## config.mk

```make
export PLATFORM = sky130hd
export DESIGN_NAME = fetch_unit_flat
export DESIGN_NICKNAME = d
export VERILOG_FILES = /design/src/rtl/fetch_unit_if.sv /design/src/rtl/fetch_unit.sv /design/src/flat_wrapper.sv
export SDC_FILE = /design/constraint.sdc
export NUM_CORES = 1
export LEC_CHECK = 0
export BUFFER_PORTS_ARGS = -buffer_cell sky130_fd_sc_hd__buf_2
export CAP_MARGIN = 20
export CORE_ASPECT_RATIO = 1.2
export CORE_MARGIN = 4
export CORE_UTILIZATION = 45
export CTS_CLUSTER_DIAMETER = 80
export CTS_CLUSTER_SIZE = 40
export DETAILED_ROUTE_END_ITERATION = 8
export GPL_TIMING_DRIVEN = 0
export HOLD_SLACK_MARGIN = 0.02
export PLACE_DENSITY_LB_ADDON = 0.3
export SLEW_MARGIN = 20
export SYNTH_ARGS = -nofsm -noshare
export SYNTH_HDL_FRONTEND = slang
export SYNTH_SLANG_ARGS = --single-unit
```

## constraint.sdc

```tcl
create_clock -name Clk -period 2.9 [get_ports Clk]
set_input_delay 0.58 -clock Clk [delete_from_list [all_inputs] [get_ports Clk]]
set_output_delay 0.58 -clock Clk [all_outputs]
set_load 0.02 [all_outputs]
```

## src/rtl/fetch_unit_if.sv

```systemverilog
// Fetch-unit bus bundle: instruction-memory request/response, decode handoff
// and the controller's redirect inputs.
interface fetch_unit_if;
    logic        IMemReq;
    logic [31:0] IMemAddr;
    logic        IMemValid;
    logic [31:0] IMemData;

    logic        InstrValid;
    logic [31:0] Instruction;
    logic [31:0] PCPlus4;
    logic        DecodeReady;

    logic        Branch;
    logic [31:0] BranchTarget;
    logic        Jump;
    logic [25:0] JumpIndex;
    logic        JumpReg;
    logic [31:0] RegTarget;

    modport master (
        output IMemReq, IMemAddr, InstrValid, Instruction, PCPlus4,
        input  IMemValid, IMemData, DecodeReady,
        input  Branch, BranchTarget, Jump, JumpIndex, JumpReg, RegTarget
    );

    modport slave (
        input  IMemReq, IMemAddr, InstrValid, Instruction, PCPlus4,
        output IMemValid, IMemData, DecodeReady,
        output Branch, BranchTarget, Jump, JumpIndex, JumpReg, RegTarget
    );
endinterface

```

## src/rtl/fetch_unit.sv

```systemverilog
// Instruction fetch unit: one outstanding memory request, a 2-entry
// instruction queue feeding decode, and J/JR/branch redirect with flush.
module fetch_unit #(
    parameter logic [31:0] RESET_PC = 32'h0000_0000
) (
    input logic          Clk,
    input logic          Reset,
    fetch_unit_if.master bus
);

    typedef enum logic [1:0] {
        IDLE,  // no request outstanding
        WAIT,  // request outstanding, response will be queued
        DROP   // request outstanding, response belongs to a flushed path
    } state_e;

    typedef struct packed {
        logic [31:0] instr;
        logic [31:0] pc4;
    } entry_t;

    state_e           state_q, state_d;
    logic [31:0]      fetch_pc_q, fetch_pc_d;
    logic [31:0]      req_pc_q, req_pc_d;
    entry_t [1:0]     queue_q, queue_d;
    logic [1:0]       count_q, count_d;

    logic             accept;
    logic             redirect;
    logic [31:0]      target_raw;
    logic [31:0]      target;
    logic [1:0]       count_popped;
    logic             issue;
    logic             push;

    // Handshake decode and redirect target selection.
    always_comb begin
        accept   = (count_q != 2'd0) && bus.DecodeReady;
        redirect = accept && (bus.Branch || bus.Jump || bus.JumpReg);

        if (bus.JumpReg) begin
            target_raw = bus.RegTarget;
        end else if (bus.Jump) begin
            target_raw = {queue_q[0].pc4[31:28], bus.JumpIndex, 2'b00};
        end else begin
            target_raw = bus.BranchTarget;
        end
        target = target_raw & ~32'h0000_0003;

        count_popped = count_q - {1'b0, accept};
        // A redirect cycle never issues: the next fetch must come from the target.
        issue = Reset && (state_q == IDLE) && !redirect && (count_popped != 2'd2);
        push  = (state_q == WAIT) && bus.IMemValid && !redirect;
    end

    // Next-state logic for FSM, fetch PC and queue.
    always_comb begin
        // NOTE: every _d starts from its _q so no path can infer a latch.
        state_d    = state_q;
        fetch_pc_d = fetch_pc_q;
        req_pc_d   = req_pc_q;
        queue_d    = queue_q;
        count_d    = count_q;

        unique case (state_q)
            IDLE: if (issue) state_d = WAIT;
            WAIT: begin
                if (bus.IMemValid)  state_d = IDLE;
                else if (redirect)  state_d = DROP;
            end
            DROP: if (bus.IMemValid) state_d = IDLE;
            default: state_d = IDLE;
        endcase

        if (redirect) begin
            fetch_pc_d = target;
        end else if (issue) begin
            fetch_pc_d = fetch_pc_q + 32'd4;
        end

        if (issue) begin
            req_pc_d = fetch_pc_q;
        end

        if (redirect) begin
            count_d = 2'd0;
        end else begin
            if (accept) begin
                queue_d[0] = queue_q[1];
            end
            // A push can only land while at most one entry survives the pop.
            if (push) begin
                if (count_popped == 2'd0) begin
                    queue_d[0] = '{instr: bus.IMemData, pc4: req_pc_q + 32'd4};
                end else begin
                    queue_d[1] = '{instr: bus.IMemData, pc4: req_pc_q + 32'd4};
                end
            end
            count_d = count_popped + {1'b0, push};
        end
    end

    always_ff @(posedge Clk or negedge Reset) begin
        if (!Reset) begin
            state_q    <= IDLE;
            fetch_pc_q <= RESET_PC;
            req_pc_q   <= RESET_PC;
            count_q    <= 2'd0;
            // NOTE: queue storage is reset too, so Instruction/PCPlus4 read 0 in reset.
            queue_q    <= '0;
        end else begin
            // NOTE: non-blocking so every flop updates from the same pre-edge values.
            state_q    <= state_d;
            fetch_pc_q <= fetch_pc_d;
            req_pc_q   <= req_pc_d;
            count_q    <= count_d;
            queue_q    <= queue_d;
        end
    end

    assign bus.IMemReq     = issue;
    assign bus.IMemAddr    = fetch_pc_q;
    assign bus.InstrValid  = (count_q != 2'd0);
    assign bus.Instruction = queue_q[0].instr;
    assign bus.PCPlus4     = queue_q[0].pc4;

endmodule
```

## src/flat_wrapper.sv

```systemverilog
// flat-port wrapper written by rule: the top's interface ports become plain ports
module fetch_unit_flat 
#(
    parameter logic [31:0] RESET_PC = 32'h0000_0000
)
  (Clk, Reset, bus_IMemReq, bus_IMemAddr, bus_InstrValid, bus_Instruction, bus_PCPlus4, bus_IMemValid, bus_IMemData, bus_DecodeReady, bus_Branch, bus_BranchTarget, bus_Jump, bus_JumpIndex, bus_JumpReg, bus_RegTarget);
  fetch_unit_if bus_i ();
  input logic Clk;
  input logic Reset;
  output wire logic [$bits(bus_i.IMemReq)-1:0] bus_IMemReq;
  output wire logic [$bits(bus_i.IMemAddr)-1:0] bus_IMemAddr;
  output wire logic [$bits(bus_i.InstrValid)-1:0] bus_InstrValid;
  output wire logic [$bits(bus_i.Instruction)-1:0] bus_Instruction;
  output wire logic [$bits(bus_i.PCPlus4)-1:0] bus_PCPlus4;
  input wire logic [$bits(bus_i.IMemValid)-1:0] bus_IMemValid;
  input wire logic [$bits(bus_i.IMemData)-1:0] bus_IMemData;
  input wire logic [$bits(bus_i.DecodeReady)-1:0] bus_DecodeReady;
  input wire logic [$bits(bus_i.Branch)-1:0] bus_Branch;
  input wire logic [$bits(bus_i.BranchTarget)-1:0] bus_BranchTarget;
  input wire logic [$bits(bus_i.Jump)-1:0] bus_Jump;
  input wire logic [$bits(bus_i.JumpIndex)-1:0] bus_JumpIndex;
  input wire logic [$bits(bus_i.JumpReg)-1:0] bus_JumpReg;
  input wire logic [$bits(bus_i.RegTarget)-1:0] bus_RegTarget;
  assign bus_IMemReq = bus_i.IMemReq;
  assign bus_IMemAddr = bus_i.IMemAddr;
  assign bus_InstrValid = bus_i.InstrValid;
  assign bus_Instruction = bus_i.Instruction;
  assign bus_PCPlus4 = bus_i.PCPlus4;
  assign bus_i.IMemValid = bus_IMemValid;
  assign bus_i.IMemData = bus_IMemData;
  assign bus_i.DecodeReady = bus_DecodeReady;
  assign bus_i.Branch = bus_Branch;
  assign bus_i.BranchTarget = bus_BranchTarget;
  assign bus_i.Jump = bus_Jump;
  assign bus_i.JumpIndex = bus_JumpIndex;
  assign bus_i.JumpReg = bus_JumpReg;
  assign bus_i.RegTarget = bus_RegTarget;
  fetch_unit #(.RESET_PC(RESET_PC)) u_core (.Clk(Clk), .Reset(Reset), .bus(bus_i));
endmodule
```

==> summary.md, run 1 <==
| Metric | Value |
|---|---|
| GP Congestion | 0.875 |
| Largest stage delay on the critical path | 0.38 ns |
| Pwr dens | 1140 nW/um^2 |
| Max IR drop VDD | 537 uV |
| Hold Path Class | primary input to asynchronous set/reset pin |
| Layout cells sized above 1 | 34.6% |
| DRT Wirelength | 25,200 um |
| Worst-skew pair later-pin latency | 0.44 ns |
| Final hold vios | 0 |
| R2r setup slk | 0.26 ns |
| DRC | 0 |
| CP max-delay cell | dfrtp_1 |
| EDFF count, synth | 0 |
| Starting DRC count in detailed routing | 303 |
| CTS root buf | clkbuf_16 |
| Clock-pin transition on the worst setup and hold timing paths | 0.08 ns |
| Fin worst setup slack | 0.0104 ns |
| Crit path buffers/inverters | 4 |
| 1st-pass router iterations | 5 |
| GR Overflow Total | 0 |
| Post-Synthesis Cells | 980 |
| Via density | 5.22 |
| Crit share post-route | 99.6% |
| Worst slew pin tran | 0.954 ns |
| First-pass GRT wire length | 40,400 um |
| IO Port Bufs | 218 |
| DP HPWL | 18,800 um |
| Ys async rst share | 100% |
| Initial Utilization | 45.7% |
| Minimum clock period | 2.89 ns |
| DR WL/cell | 16.6 um |
| Site row count | 59 |
| CP cell instances | buf_6, o21ai_4, inv_2, ha_4, a21o_4, or3b_4, nand2b_4, inv_2, buf_6 |
| Count of pins over their slew limit | 0 |
| Via count | 7,922 |
| Max-slew headroom | 36.4% |
| N_diodes | 0 |
| Die Area | 24,400 um^2 |
| FMAX | 346 MHz |
| Max cap viols | 0 |
| Syn-to-layout area delta | 22.3% |
| CP Launch Type | flip-flop |
| Clock sink total | 190 |
| Total number of H-tree levels | 4 |
| Most frequent cells after synthesis | 190 x dfrtp_1, 130 x nand2_1, 82 x nor2_1 |
| Worst Path Arrival | 2.31 ns |
| Pre-CTS WS | -0.480 ns |
| CTS tree | yes |
| Most common cell in the netlist | dfrtp_1 |
| Post-synthesis cell type count | 53 |
| Clock Tree Buf Depth | 2 |
| Largest net degree at the start of global routing | 95 |
| R2R depth | 11 |
| Setup-failing EPs final | 0 |
| Final Skew | 0.0149 ns |
| Leak | 0.00564 uW |
| FF+latch count, synth | 190 |
| Vias in the first global route | 7,924 |
| Yosys top cell by area | dfrtp_1 |
| Largest delay contributor family on the critical path | simple AND/OR/NAND/NOR gates |
| Chip width | 143 um |
| Total track usage | 20.8% |
| Top_reg_cell synth | dfrtp_1 |
| Synth top area share | 48.1% |
| Number of placed cells counting well taps | 1,474 |
| Num CTS Buffers | 17 |
| Hold-fix buffers at CTS | 0 |
| Post-Syn Area per Cell | 10.1 um^2 |
| Synth Warn # | 0 |
| DRT antenna net count | 0 |
| R2r endpoint | u_core.req_pc_q[21] |
| Initial antenna violation count | 0 |
| Worst Setup End Kind | output port |
| RSZ-0062 raised after global routing | yes |
| Mapped Area | 9880 um^2 |
| Layout Cells excl Fill | 1,517 |
| Critical-path maximum fanout | 4 |
| Final nets | 1,363 |
| Top-Level Pins | 227 |
| Required @ worst endpoint | 2.32 ns |
| CP Class | flip-flop to output port |
| Core Region | 21,600 um^2 |
| Chip height | 170 um |
| Synth area leaders | dfrtp_1 48%, buf_4 5.0%, nand2_1 4.9% |
| Seq/Total Area, Yosys | 48.1% |
| Critical R2R Launch | u_core.count_q[1] |
| Status | finished, final reports clean |
==> placed cells by master (no fill, tap or decap), types with 12 or more instances in the layout <==
master	synthesis	routed
mux2i_1	34	34
dfrtp_1	190	190
a211oi_1	32	32
nor2_1	82	82
o21ai_0	30	30
mux2_2	41	41
mux2_4	25	25
buf_4	66	78
a21oi_1	40	40
a31oi_1	35	35
nand4_1	31	31
buf_2	14	230
clkbuf_1	34	33
xor2_1	44	44
clkbuf_16	0	17
xnor2_1	13	13
nand3_1	27	27
nand2_1	130	130
o211ai_1	12	12
==> kinds of logic (layout without fill, tap and decap cells) <==
kind of cell,after synthesis,count (layout),share of synthesized area (%)
AO/OA/AOI/OAI,174,174,11.0
XOR/XNOR,57,57,5.05
adder cells (fa/ha/maj),4,4,0.507
buffers and inverters,134,396,8.16
flip-flops,190,190,48.1
multiplexers,100,100,11.9
other,1,2,0.0380
AND/OR/NAND/NOR,320,320,15.2
==> power breakdown <==
part / internal (uW) / switching, uW / leakage [uW]
registers: 3970 / 1110 / 0.00225
logic: 2910 / 3400 / 0.00310
clock network: 1230 / 1130 / 0.000288
==> per-layer routing <==
metal	global-route usage [%]	share of wire (%)	vias up
met5	0	0	-
met2	35.4	49	277
met3	4.55	6.7	36
li1	-	-	3866
met4	7.17	2.3	0
met1	26.2	42	3743
==> layout make-up <==
| cell class | count | area, um^2 |
|---|---|---|
| inverter | 9 | 33.8 |
| multi-input combinational | 657 | 4340 |
| tap | 274 | 343 |
| clock buffer | 17 | 425 |
| timing repair buffer | 232 | 1260 |
| clock inverter | 15 | 171 |
| fill | 1913 | 9550 |
| buffer | 123 | 751 |
| sequential | 190 | 4750 |
==> per-stage QoR <==
stage	total power [uW]	TNS, ns	util (%)	hold slack, ns	instance area [um^2]
floorplan	9460	0	-	0.284	9880
global placement	11200	-523.02	52.3	0.455	11300
detailed placement	11400	-11.07	52.5	0.469	11400
CTS	13800	0	55.5	0.101	12000
global route	14800	-0.0682	55.8	0.0934	12100
finish	13800	0	55.8	0.0719	12100
==> worst max path at each step <==
stage	start	cells after the start	to
floorplan	u_core.count_q[1]	10	bus_IMemReq
detailed placement	Reset	8	bus_IMemReq
global placement	Reset	6	u_core.bus.IMemAddr[29]
global route	u_core.count_q[1]	9	bus_IMemReq
CTS	u_core.count_q[1]	9	bus_IMemReq
finish	u_core.count_q[1]	9	bus_IMemReq
==> registers in the layout, indices dropped and copies added (netlist names) <==
| register | count |
|---|---|
| u_core.bus.Instruction | 32 |
| u_core.req_pc_q | 30 |
| u_core.bus.PCPlus4 | 32 |
| u_core.state_q | 2 |
| u_core.queue_q | 62 |
| u_core.count_q | 2 |
| u_core.bus.IMemAddr | 30 |
==> timing repair <==
| item | in CTS | in global routing |
|---|---|---|
| cloned | 1 | 0 |
| buffers inserted | 4 | 8 |
| endpoints found under the setup margin | 11 | 7 |
| pin swaps | 3 | 2 |
| resized for setup | 4 | 5 |
Power figures use the tool's default switching activity.
==> run 2: changes to the inputs <==
--- a/config.mk
+++ b/config.mk
@@ -11,3 +11,3 @@
 export CORE_MARGIN = 4
-export CORE_UTILIZATION = 45
+export CORE_UTILIZATION = 49
 export CTS_CLUSTER_DIAMETER = 80
==> constraint.sdc (replaced) <==
create_clock -name Clk -period 2.9 [get_ports Clk]
set_input_delay 0.29 -clock Clk [delete_from_list [all_inputs] [get_ports Clk]]
set_output_delay 0.29 -clock Clk [all_outputs]
set_load 0.02 [all_outputs]
==> summary.md, run 2 (synthesized netlist as in run 1, its figures left out) <==
| Metric | Value |
|---|---|
| Final Skew | 0.0132 ns |
| Crit path buffers/inverters | 5 |
| Most common library cell in the layout ignoring fill and taps | buf_2 |
| First-pass GRT wire length | 39,100 um |
| Top reg by flops | u_core.queue_q |
| Layout cells sized above 1 | 33.9% |
| Initial antenna violation count | 0 |
| Core Region | 19,700 um^2 |
| Worst Path Arrival | 2.49 ns |
| Vias in the first global route | 7,680 |
| Final nets | 1,358 |
| Largest delay contributor family on the critical path | buffers and inverters |
| Clock Tree Buf Depth | 2 |
| CP Launch Type | flip-flop |
| IO Port Bufs | 218 |
| Max-slew headroom | 40.1% |
| Num CTS Buffers | 17 |
| FMAX | 359 MHz |
| HP Start | bus_IMemValid |
| DRT antenna net count | 0 |
| Largest stage delay on the critical path | 0.38 ns |
| Setup crit start | u_core.count_q[1] |
| Pre-CTS WS | 0.0420 ns |
| Worst Setup End Kind | output port |
| Minimum clock period | 2.78 ns |
| Starting DRC count in detailed routing | 373 |
| CTS tree | yes |
| Crit share post-route | 95.9% |
| DR WL/cell | 16.3 um |
| R2R depth | 11 |
| CTS root buf | clkbuf_16 |
| Most frequent cells in the layout | 230 x buf_2, 190 x dfrtp_1, 130 x nand2_1 |
| Leak | 0.00561 uW |
| RSZ-0062 raised after global routing | no |
| CP Class | flip-flop to output port |
| Critical-path maximum fanout | 15 |
| Final hold vios | 0 |
| Fin worst setup slack | 0.118 ns |
| Top-Level Pins | 227 |
| Via density | 5.25 |
| Die Area | 22,500 um^2 |
| Total negative slack | 0 ns |
| CP max-delay cell | or3b_4 |
| Syn-to-layout area delta | 21.9% |
| 1st-pass router iterations | 5 |
| Max cap viols | 0 |
| Count of pins over their slew limit | 0 |
| Worst hold path stage count | 2 |
| R2r setup slk | 0.18 ns |
| Critical R2R Launch | u_core.count_q[1] |
| CP dominant cell by count | buf_6 |
| Status | finished, final reports clean |
| GP Congestion | 0.770 |
| GR Overflow Total | 0 |
| Required @ worst endpoint | 2.61 ns |
| Max IR drop VDD | 571 uV |
| Hold Path Class | primary input to flip-flop |
| Via count | 7,864 |
| R2r endpoint | u_core.bus.IMemAddr[22] |
| Chip height | 164 um |
| Initial Utilization | 50.2% |
| Worst-skew pair later-pin latency | 0.44 ns |
| Worst Hold Path EP | u_core.state_q[1] |
| DRC | 0 |
| Max reg flops | 62 |
| N_diodes | 0 |
| Largest net degree at the start of global routing | 86 |
| DP HPWL | 18,700 um |
| Total track usage | 22.1% |
| Site row count | 56 |
| Total number of H-tree levels | 4 |
| Setup-failing EPs final | 0 |
| Clock sink total | 190 |
| CP cell instances | buf_6, o21ai_4, inv_2, ha_4, a21o_4, or3b_4, nand2b_4, buf_6, inv_1, buf_4 |
| Chip width | 138 um |
| Clock-pin transition on the worst setup and hold timing paths | 0.06 ns |
| Worst slew pin tran | 0.894 ns |
| Pwr dens | 1140 nW/um^2 |
| DRT Wirelength | 24,400 um |
==> run 2: through the flow <==
stage / instance area, um^2 / cells / util (%) / total power, uW / hold WS, ns
floorplan: 9880 / 981 / - / 9460 / -0.00559
global placement: 11300 / 1460 / 57.4 / 11100 / 0.452
detailed placement: 11400 / 1462 / 57.7 / 11400 / 0.207
CTS: 12000 / 1499 / 61.2 / 13900 / 0.0206
global route: 12000 / 1499 / 61.1 / 14700 / 0.0408
finish: 12000 / 1499 / 61.1 / 13800 / 0.0427
==> run 2: worst reg2reg max path, cell delays in order (launching register included) <==
cell and delay [ns]:
dfrtp_1 0.37, buf_6 0.14, o21ai_4 0.16, inv_2 0.08, ha_4 0.23, a21o_4 0.21, buf_4 0.15, nor2_1 0.28
clkbuf_1 0.49, nand4_1 0.22, xor2_1 0.19, a21oi_1 0.14
==> run 2: worst max path at each step <==
stage               slack (ns)  cells past startpoint                 endpoint
floorplan                 0.32                     10              bus_IMemReq
global placement         -2.65                      6  u_core.bus.IMemAddr[29]
detailed placement        0.04                     10  u_core.bus.IMemAddr[22]
CTS                       0.02                     11              bus_IMemReq
global route             0.008                     11  u_core.bus.IMemAddr[22]
finish                    0.12                     10              bus_IMemReq
==> run 2: power breakdown <==
group	switching, uW	internal, uW
Sequential	1110	3970
Clock	1050	1370
Combinational	3380	2880
==> run 2: cell type report <==
class / count / area, um^2
Clock buffer: 18 / 429
Fill cell: 1715 / 7650
Tap cell: 261 / 327
Timing Repair Buffer: 226 / 1220
Inverter: 9 / 33.8
Buffer: 124 / 761
Clock inverter: 14 / 181
Sequential cell: 190 / 4750
Multi-Input combinational cell: 657 / 4330
==> run 2: repair_timing <==
item,CTS,global route
endpoints found under the setup margin,1,1
pin swaps,3,1
hold endpoints to repair,40,0
hold buffers,2,0
setup buffers,3,1
resized for setup,3,0
==> run 2: layer usage <==
metal	routed length [um]	GRT usage, %	up-vias
li1	-	-	3851
met1	10100	27.9	3731
met2	12400	38.5	260
met3	1620	4.34	22
met4	307	5.85	0
met5	0	0	-
==> run 3: changes to the inputs <==
Settings changed: CORE_UTILIZATION 49 to 40, SLEW_MARGIN 20 to default.
==> summary.md, run 3 (synthesized netlist as in run 1, its figures left out) <==
| Metric | Value |
|---|---|
| Setup-failing EPs final | 0 |
| WHS | 0.0972 ns |
| Largest delay contributor family on the critical path | buffers and inverters |
| Fill count | 2,250 |
| Final Cell Area | 12,200 um^2 |
| CP dominant cell by count | buf_6 |
| Initial Utilization | 40.9% |
| Clock-pin transition on the worst setup and hold timing paths | 0.07 ns |
| Top reg by flops | u_core.queue_q |
| Site row count | 62 |
| Final Skew | 0.00886 ns |
| CTS tree | yes |
| Total number of H-tree levels | 4 |
| Max reg flops | 62 |
| Max IR drop VDD | 451 uV |
| Chip width | 151 um |
| Clock sink total | 190 |
| Top-Level Pins | 227 |
| DRT antenna net count | 0 |
| IO Port Bufs | 218 |
| N_diodes | 0 |
| Sequential cell area | 4750 um^2 |
| Worst hold path stage count | 2 |
| Worst slew pin tran | 0.923 ns |
| Starting DRC count in detailed routing | 339 |
| Final nets | 1,362 |
| Num CTS Buffers | 17 |
| CP max-delay cell | dfrtp_1 |
| Vias in the first global route | 7,780 |
| Largest net degree at the start of global routing | 109 |
| Leak | 0.00564 uW |
| DRT Wirelength | 25,100 um |
| Core Region | 24,100 um^2 |
| FMAX | 366 MHz |
| Max-slew headroom | 38.2% |
| Via count | 7,776 |
| Largest stage delay on the critical path | 0.38 ns |
| Worst Path Arrival | 2.44 ns |
| Worst Setup End Kind | output port |
| CP Launch Type | flip-flop |
| Final hold vios | 0 |
| GR Overflow Total | 0 |
| Count of pins over their slew limit | 0 |
| 1st-pass router iterations | 6 |
| Worst-skew pair later-pin latency | 0.44 ns |
| Pwr dens | 1130 nW/um^2 |
| DRC | 0 |
| R2R depth | 11 |
| Die Area | 27,300 um^2 |
| Max cap viols | 0 |
| DP HPWL | 19,100 um |
| Crit path buffers/inverters | 5 |
| CP cell instances | buf_6, o21ai_4, inv_2, ha_4, a21o_4, or3b_4, nand2b_4, buf_6, inv_1, buf_6 |
| Via density | 4.98 |
| Most frequent cells in the layout | 230 x buf_2, 190 x dfrtp_1, 130 x nand2_1 |
| Multi-input gate area | 4340 um^2 |
| Most common library cell in the layout ignoring fill and taps | buf_2 |
| CTS root buf | clkbuf_16 |
| Total track usage | 18.3% |
| Placed cell area | 11,400 um^2 |
| Required @ worst endpoint | 2.61 ns |
| Critical-path maximum fanout | 15 |
| Clock Tree Buf Depth | 2 |
| Crit share post-route | 94.3% |
| Hold Path Class | primary input to flip-flop |
| GP Congestion | 0.879 |
| Status | finished, final reports clean |
| RSZ-0062 raised after global routing | no |
| WP depth | 10 |
| Syn-to-layout area delta | 23.2% |
| DR WL/cell | 16.1 um |
| Minimum clock period | 2.73 ns |
| First-pass GRT wire length | 40,000 um |
| CP Class | flip-flop to output port |
| Initial antenna violation count | 0 |
| Layout cells sized above 1 | 34.1% |
| Chip height | 180 um |
==> run 3: stage by stage <==
| stage | TNS [ns] | total power (uW) | std cells | util [%] | worst slack (ns) |
|---|---|---|---|---|---|
| floorplan | 0 | 9460 | 981 | - | 0.319 |
| global route | 0 | 14800 | 1561 | 50.4 | 0.0495 |
| CTS | 0 | 13800 | 1555 | 50.0 | 0.0254 |
| finish | 0 | 13700 | 1561 | 50.4 | 0.166 |
| detailed placement | -2.40 | 11400 | 1520 | 47.3 | -0.143 |
| global placement | -449.18 | 11200 | 1519 | 47.1 | -2.68 |
==> run 3: timing repair <==
item | CTS | global route
setup endpoints to repair | 20 | 23
hold buffers | 1 | 4
pin swaps | 3 | 1
endpoints found under the hold margin | 108 | 50
resized for setup | 3 | 2
buffers inserted | 3 | 3
gates cloned | 0 | 0
==> run 3: routing by layer <==
layer,track usage [%],share of wire (%),vias up
met5,0,0,-
met4,5.48,1.8,0
met3,3.47,6.2,25
met2,31.1,49,248
met1,23.6,43,3637
li1,-,-,3866
==> run 3: layout make-up <==
type	instances	area share (%)
Sequential cell	190	39.1
Inverter	9	0.278
Clock buffer	17	3.50
Buffer	124	6.25
Multi-Input combinational cell	657	35.7
Timing Repair Buffer	230	10.5
Tap cell	320	3.29
Clock inverter	14	1.42
==> run 3: where the power goes <==
| group | total, uW | switching [uW] | internal (uW) | leakage, uW |
|---|---|---|---|---|
| Combinational | 6280 | 3380 | 2900 | 0.00311 |
| Clock | 2400 | 1090 | 1300 | 0.000289 |
| Sequential | 5060 | 1100 | 3970 | 0.00225 |
==> run 3: worst paths after layout <==
| kind | from | end | slack [ns] |
|---|---|---|---|
| setup / recovery | u_core.count_q[1] | bus_IMemReq | 0.17 |
| hold / removal | bus_IMemData[8] | u_core.queue_q[104] | 0.1 |
| setup reg to reg | u_core.count_q[1] | u_core.bus.IMemAddr[22] | 0.21 |
| hold reg to reg | u_core.bus.PCPlus4[6] | u_core.bus.PCPlus4[6] | 0.48 |
| max in group asynchronous | Reset | u_core.req_pc_q[24] | 2.06 |
| min in group asynchronous | Reset | u_core.bus.Instruction[19] | 0.46 |
